[config.mk]
export PLATFORM = sky130hd
export DESIGN_NAME = cpu_core_flat
export DESIGN_NICKNAME = d
export VERILOG_FILES = /design/src/rtl/cpu_mem_if.sv /design/src/rtl/cpu_core.sv /design/src/flat_wrapper.sv
export SDC_FILE = /design/constraint.sdc
export NUM_CORES = 1
export LEC_CHECK = 0
export BUFFER_PORTS_ARGS = -buffer_cell sky130_fd_sc_hd__buf_2
export CAP_MARGIN = 25
export CORE_AREA = 2 2 95 74
export DETAILED_ROUTE_END_ITERATION = 6
export DIE_AREA = 0 0 97 76
export PLACE_DENSITY_LB_ADDON = 0.25
export SYNTH_ARGS = -nofsm -noshare
export SYNTH_HDL_FRONTEND = slang
export SYNTH_SLANG_ARGS = --single-unit
[constraint.sdc]
create_clock -name clk -period 5.45 [get_ports clk]
set_input_delay 0.2725 -clock clk [delete_from_list [all_inputs] [get_ports clk]]
set_output_delay 0.2725 -clock clk [all_outputs]
set_load 0.01 [all_outputs]
[src/rtl/cpu_mem_if.sv]
// Memory port of cpu_core: request/ready handshake with wait-state tolerance.
// The core drives the master side and the memory model drives the slave side.
interface cpu_mem_if #(
    parameter int DATA_W = 8,
    parameter int ADDR_W = 8
);
    logic [DATA_W-1:0] from_memory;
    logic [DATA_W-1:0] to_memory;
    logic [ADDR_W-1:0] address;
    logic              mem_ready;
    logic              write;
    logic              mem_req;

    modport master (input from_memory, mem_ready, output to_memory, address, write, mem_req);
    modport slave  (output from_memory, mem_ready, input to_memory, address, write, mem_req);
endinterface

[src/rtl/cpu_core.sv]
// Parametrised two-register CPU: PC/IR/MAR/A/B/CCR datapath, ALU and a
// fetch/decode/operand/memory/execute controller on a ready-handshake memory port.
module cpu_core #(
    parameter int DATA_W   = 8,
    parameter int ADDR_W   = 8,
    parameter int RESET_PC = 0
) (
    input  logic              clk,
    input  logic              reset,
    cpu_mem_if.master         mem,
    output logic              halted,
    output logic [ADDR_W-1:0] dbg_pc,
    output logic [DATA_W-1:0] dbg_a,
    output logic [DATA_W-1:0] dbg_b,
    output logic [3:0]        dbg_ccr
);
    localparam logic [2:0] S_FETCH   = 3'd0;
    localparam logic [2:0] S_DECODE  = 3'd1;
    localparam logic [2:0] S_OPERAND = 3'd2;
    localparam logic [2:0] S_MEMORY  = 3'd3;
    localparam logic [2:0] S_EXECUTE = 3'd4;
    localparam logic [2:0] S_HALT    = 3'd5;

    localparam int M = DATA_W - 1;

    logic [2:0]        r_state;
    logic [ADDR_W-1:0] r_pc, r_mar;
    logic [7:0]        r_ir;  // only the opcode byte of IR is ever observed
    logic [DATA_W-1:0] r_a, r_b;
    logic [3:0]        r_ccr;

    logic              w_is_alu, w_is_imm, w_is_dir, w_is_br, w_is_store, w_to_b, w_taken;
    logic              w_sub, w_v, w_c, w_wr;
    logic [DATA_W-1:0] w_opnd, w_res;
    logic [DATA_W:0]   w_sum;
    logic [3:0]        w_ccr;

    assign w_is_alu   = r_ir inside {[8'h42:8'h47]};
    assign w_is_imm   = r_ir inside {8'h86, 8'h88};
    assign w_is_dir   = r_ir inside {8'h87, 8'h89, 8'h96, 8'h97};
    assign w_is_br    = r_ir inside {[8'h20:8'h23]};
    assign w_is_store = r_ir inside {8'h96, 8'h97};
    assign w_to_b     = r_ir inside {8'h88, 8'h89, 8'h97};

    always_comb begin
        case (r_ir)
            8'h20:   w_taken = 1'b1;
            8'h21:   w_taken = r_ccr[2];
            8'h22:   w_taken = ~r_ccr[2];
            8'h23:   w_taken = r_ccr[0];
            default: w_taken = 1'b0;
        endcase
    end

    // One adder serves ADD/SUB/INCA/DECA; bit DATA_W is carry, or borrow on subtract.
    always_comb begin
        w_opnd = (r_ir == 8'h46 || r_ir == 8'h47) ? DATA_W'(1) : r_b;
        w_sub  = (r_ir == 8'h43 || r_ir == 8'h47);
        w_sum  = w_sub ? ({1'b0, r_a} - {1'b0, w_opnd}) : ({1'b0, r_a} + {1'b0, w_opnd});
        w_res  = w_sum[M:0];
        w_c    = w_sum[DATA_W];
        w_v    = w_sub ? ((r_a[M] != w_opnd[M]) && (w_res[M] != r_a[M]))
                       : ((r_a[M] == w_opnd[M]) && (w_res[M] != r_a[M]));
        if (r_ir == 8'h44 || r_ir == 8'h45) begin
            w_res = (r_ir == 8'h44) ? (r_a & r_b) : (r_a | r_b);
            w_c   = 1'b0;
            w_v   = 1'b0;
        end
    end
    assign w_ccr = {w_res[M], (w_res == '0), w_v, w_c};

    always_ff @(posedge clk or negedge reset) begin
        if (!reset) begin
            r_state <= S_FETCH;
            r_pc    <= ADDR_W'(RESET_PC);
            r_ir    <= '0;
            r_mar   <= '0;
            r_a     <= '0;
            r_b     <= '0;
            r_ccr   <= '0;
        end else begin
            case (r_state)
                S_FETCH: if (mem.mem_ready) begin
                    r_ir    <= mem.from_memory[7:0];
                    r_pc    <= r_pc + ADDR_W'(1);
                    r_state <= S_DECODE;
                end
                S_DECODE: begin
                    if (w_is_alu)                       r_state <= S_EXECUTE;
                    else if (w_is_imm || w_is_dir || w_is_br) r_state <= S_OPERAND;
                    else if (r_ir == 8'hFF)             r_state <= S_HALT;
                    else                                r_state <= S_FETCH;
                end
                S_OPERAND: if (mem.mem_ready) begin
                    r_pc    <= r_pc + ADDR_W'(1);
                    r_state <= S_FETCH;
                    if (w_is_imm) begin
                        if (w_to_b) r_b <= mem.from_memory;
                        else        r_a <= mem.from_memory;
                    end else if (w_is_dir) begin
                        r_mar   <= mem.from_memory[ADDR_W-1:0];
                        r_state <= S_MEMORY;
                    end else if (w_taken) begin
                        r_pc    <= mem.from_memory[ADDR_W-1:0];
                    end
                end
                S_MEMORY: if (mem.mem_ready) begin
                    if (!w_is_store) begin
                        if (w_to_b) r_b <= mem.from_memory;
                        else        r_a <= mem.from_memory;
                    end
                    r_state <= S_FETCH;
                end
                S_EXECUTE: begin
                    r_a     <= w_res;
                    r_ccr   <= w_ccr;
                    r_state <= S_FETCH;
                end
                S_HALT:  r_state <= S_HALT;
                default: r_state <= S_FETCH;
            endcase
        end
    end

    // Bus outputs decode registered state only, so a held request stays stable.
    assign w_wr = (r_state == S_MEMORY) && w_is_store;
    always_comb begin
        mem.mem_req   = (r_state == S_FETCH) || (r_state == S_OPERAND) || (r_state == S_MEMORY);
        mem.address   = (r_state == S_MEMORY) ? r_mar : r_pc;
        mem.write     = w_wr;
        mem.to_memory = w_wr ? (w_to_b ? r_b : r_a) : '0;
    end

    assign halted  = (r_state == S_HALT);
    assign dbg_pc  = r_pc;
    assign dbg_a   = r_a;
    assign dbg_b   = r_b;
    assign dbg_ccr = r_ccr;
endmodule

[src/flat_wrapper.sv]
// flat-port wrapper written by rule: the top's interface ports become plain ports
module cpu_core_flat 
#(
    parameter int DATA_W   = 8,
    parameter int ADDR_W   = 8,
    parameter int RESET_PC = 0
)
  (clk, reset, halted, dbg_pc, dbg_a, dbg_b, dbg_ccr, mem_from_memory, mem_mem_ready, mem_to_memory, mem_address, mem_write, mem_mem_req);
  cpu_mem_if #(.DATA_W(DATA_W), .ADDR_W(ADDR_W)) mem_i ();
  input  logic clk;
  input  logic reset;
  output logic halted;
  output logic [ADDR_W-1:0] dbg_pc;
  output logic [DATA_W-1:0] dbg_a;
  output logic [DATA_W-1:0] dbg_b;
  output logic [3:0] dbg_ccr;
  input wire logic [$bits(mem_i.from_memory)-1:0] mem_from_memory;
  input wire logic [$bits(mem_i.mem_ready)-1:0] mem_mem_ready;
  output wire logic [$bits(mem_i.to_memory)-1:0] mem_to_memory;
  output wire logic [$bits(mem_i.address)-1:0] mem_address;
  output wire logic [$bits(mem_i.write)-1:0] mem_write;
  output wire logic [$bits(mem_i.mem_req)-1:0] mem_mem_req;
  assign mem_i.from_memory = mem_from_memory;
  assign mem_i.mem_ready = mem_mem_ready;
  assign mem_to_memory = mem_i.to_memory;
  assign mem_address = mem_i.address;
  assign mem_write = mem_i.write;
  assign mem_mem_req = mem_i.mem_req;
  cpu_core #(.DATA_W(DATA_W), .ADDR_W(ADDR_W), .RESET_PC(RESET_PC)) u_core (.clk(clk), .reset(reset), .mem(mem_i), .halted(halted), .dbg_pc(dbg_pc), .dbg_a(dbg_a), .dbg_b(dbg_b), .dbg_ccr(dbg_ccr));
endmodule
==> results.toml <==
[status]
status = "completed"

[global_routing]
grt_max_degree = 38
met1_usage = 0.384
grt_overflow = 0
busiest_layer = "met2"
grt_pass1_wl_um = 15400
grt_antenna_before_repair = 0
grt_pass1_vias = 2952
use_met3 = 0.0495
globalRouteMet2Util = 0.386
grt_use_total = 0.256

[critical_path]
cp-end-kind = "flip-flop"
crit_family = "simple AND/OR/NAND/NOR gates"
required_ns = 5.66
cp.arrival_ns = 4.58
crit_path_cell_trace = "or4b_1 > or2_2 > nand2b_1 > inv_1 > ha_1 > nor2_1 > xor2_1 > ha_1 > nor2b_1 > o21a_1 > or3_1 > a31o_1 > or3b_1 > o41ai_2"
setup.worst_path.start_class = "flip-flop"
critical_path.slowest_cell = "or4b_1"
crit_buf_inv = 1
crit_top_cell = "ha_1"
worst_path_largest_cell_delay_ns = 0.65
crit_type = "flip-flop to flip-flop"
crit_fanout = 14

[yosys]
syn_area_per_cell_um2 = 8.83
synth-async-reset-ratio = 1.00
synthTopCellsByArea = "dfrtp_1 34%, mux2_2 12%, o21ai_0 4.5%"
synth_top_area_frac = 0.342
synthCells = 389
synth-edff-count = 0
yosys.area.top_type = "dfrtp_1"
synth_area_um2 = 3440
ys_ff_latch = 47
synth.net_count = 411
yosys.cell_types.count = 58
ys_warn_count = 0
yosysSeqAreaShare = 0.342
yosys_most_used_dff = "dfrtp_1"

[layout]
fillerInstances = 608
layout-drive-gt1-share = 0.259
mostFrequentLayoutCell = "buf_2"
insertedDiodeCount = 0
final_nets = 458
area.growth.synth_to_final_pct = 12.7
final_util = 0.592
layout_common_cells = "57 x buf_2, 47 x dfrtp_1, 37 x mux2_2"

[placement]
gp_congestion = 0.977
portBuffers = 57
dp_hpwl_um = 6790

[sta]
finalSetupViolations = 0
slew_headroom = 0.528
tightest_slew_ns = 0.706
finClkSkew_ns = 0.0149
fmax_mhz = 229
hold_violations = 0
setup-tns-final_ns = 0
slew_violations = 0
fin_crit_sh = 0.803
rsz0062_at_grt = "false"
period_needed_ns = 4.38

[route]
drt_wl_total_um = 9090
drc_errors = 0
routedWlPerCell_um = 17.5
vias_per_cell = 6.09
dr.pass1.iters = 7
drt_iter0_drc = 198
num_vias = 3172
antenna_left = 0

[clocking]
clock-root-buffer = "clkbuf_8"
cts_max_level = 2
clk_pin_slew_ns = 0.11
insertion_delay_ns = 0.32
cts_sinks = 47
cts_made_buffers = 5
cts_buffer_depth = 2
cts_tree = "done"

[power]
ir_drop_mv = 0.201
cellPowerDensity_nw_per_um2 = 437
leakage_nw = 1.80

[job]
drv_cap = 0

[die]
dieWidth_um = 97
core-area_um2 = 6540
fp.dieH_um = 76
dieArea_um2 = 7370
start_util = 0.525
placementRows = 26
ios = 58

[min_path]
hp-class = "input port to flip-flop"
==> worst register-to-register path, delay by kind of cell (launching register included) <==
| kind | cells | cell delay, ns |
|---|---|---|
| buf+inv | 1 | 0.05 |
| simple gates | 7 | 2.37 |
| flops | 1 | 0.48 |
| compound gates | 3 | 0.68 |
| fa+ha+maj | 2 | 0.51 |
| xor+xnor | 1 | 0.18 |
==> cell usage after synthesis, types with 9 or more instances <==
| master | number |
|---|---|
| dfrtp_1 | 47 |
| nor2_1 | 34 |
| nand2b_1 | 9 |
| nand3_1 | 20 |
| nand2_1 | 29 |
| clkbuf_1 | 15 |
| mux2i_1 | 12 |
| a21oi_1 | 24 |
| nor3_1 | 9 |
| mux2_2 | 37 |
| inv_1 | 10 |
| ha_1 | 10 |
| o21ai_0 | 31 |
==> what timing repair did <==
| item | in CTS | in global routing |
|---|---|---|
| resized for setup | 0 | 0 |
| setup buffers | 0 | 0 |
| hold buffers | 1 | 0 |
| hold endpoints to repair | 10 | 0 |
==> flip-flops by register name, indices dropped and copies added (netlist names) <==
signal          flops
u_core.dbg_a        8
u_core.dbg_b        8
u_core.dbg_ccr      4
u_core.dbg_pc       8
u_core.r_ir         8
u_core.r_mar        8
u_core.r_state      3
==> layer usage <==
layer | part of all wire | up-vias | routed length (um)
met5 | 0 | - | 0
met4 | 0.014 | 0 | 127
met3 | 0.059 | 15 | 533
met2 | 0.44 | 114 | 4010
met1 | 0.49 | 1529 | 4420
li1 | - | 1514 | -
==> final timing paths <==
kind	start	to	slack, ns	cells after the start
min in group asynchronous	reset	u_core.r_state[1]$_DFFE_PN0P_	0.37	2
setup / recovery	u_core.r_ir[4]$_DFFE_PN0P_	u_core.dbg_ccr[2]$_DFFE_PN0N_	1.07	14
max in group asynchronous	reset	u_core.dbg_b[3]$_DFFE_PN0P_	4.60	3
hold / removal	mem_from_memory[0]	u_core.dbg_b[0]$_DFFE_PN0P_	0.24	2
setup reg to reg	u_core.r_ir[4]$_DFFE_PN0P_	u_core.dbg_ccr[2]$_DFFE_PN0N_	1.07	14
hold reg to reg	u_core.dbg_ccr[1]$_DFFE_PN0N_	u_core.dbg_ccr[1]$_DFFE_PN0N_	0.48	2
==> power breakdown <==
part           switching (mW)  internal [mW]  total, mW
clock                   0.133         0.0937      0.227
sequential              0.172          0.440      0.611
combinational           0.461          0.393      0.854
==> logic make-up after synthesis <==
| group | count (synthesis) | synth area share |
|---|---|---|
| adders and majority gates | 15 | 0.0539 |
| DFF | 47 | 0.342 |
| AOI/OAI and AO/OA | 95 | 0.172 |
| and+or+nand+nor | 145 | 0.220 |
| xor gates and xnor gates | 7 | 0.0178 |
| buffers and inverters | 31 | 0.0375 |
| muxes | 49 | 0.156 |
==> layout make-up <==
class,count,area [um^2],area share
multi-input cells,311,2130,0.550
flip-flops and latches,47,1180,0.304
repair buffers,61,330,0.0853
well taps,84,105,0.0271
clock buffers,5,68.8,0.0178
inverters,10,37.5,0.00969
clock inverters,3,25.0,0.00646
==> metrics by stage <==
step	cell area [um^2]	instances	power (mW)	hold WS, ns	worst slack (ns)
global route	3870	521	1.84	0.250	0.777
finish	3870	521	1.69	0.244	1.07
global placement	3740	510	1.43	0.459	1.29
floorplan	3440	389	1.20	-0.0231	1.24
detailed placement	3760	511	1.46	0.177	1.16
CTS	3870	520	1.69	0.235	1.11
Note: power is estimated with default switching activity, not from simulation.
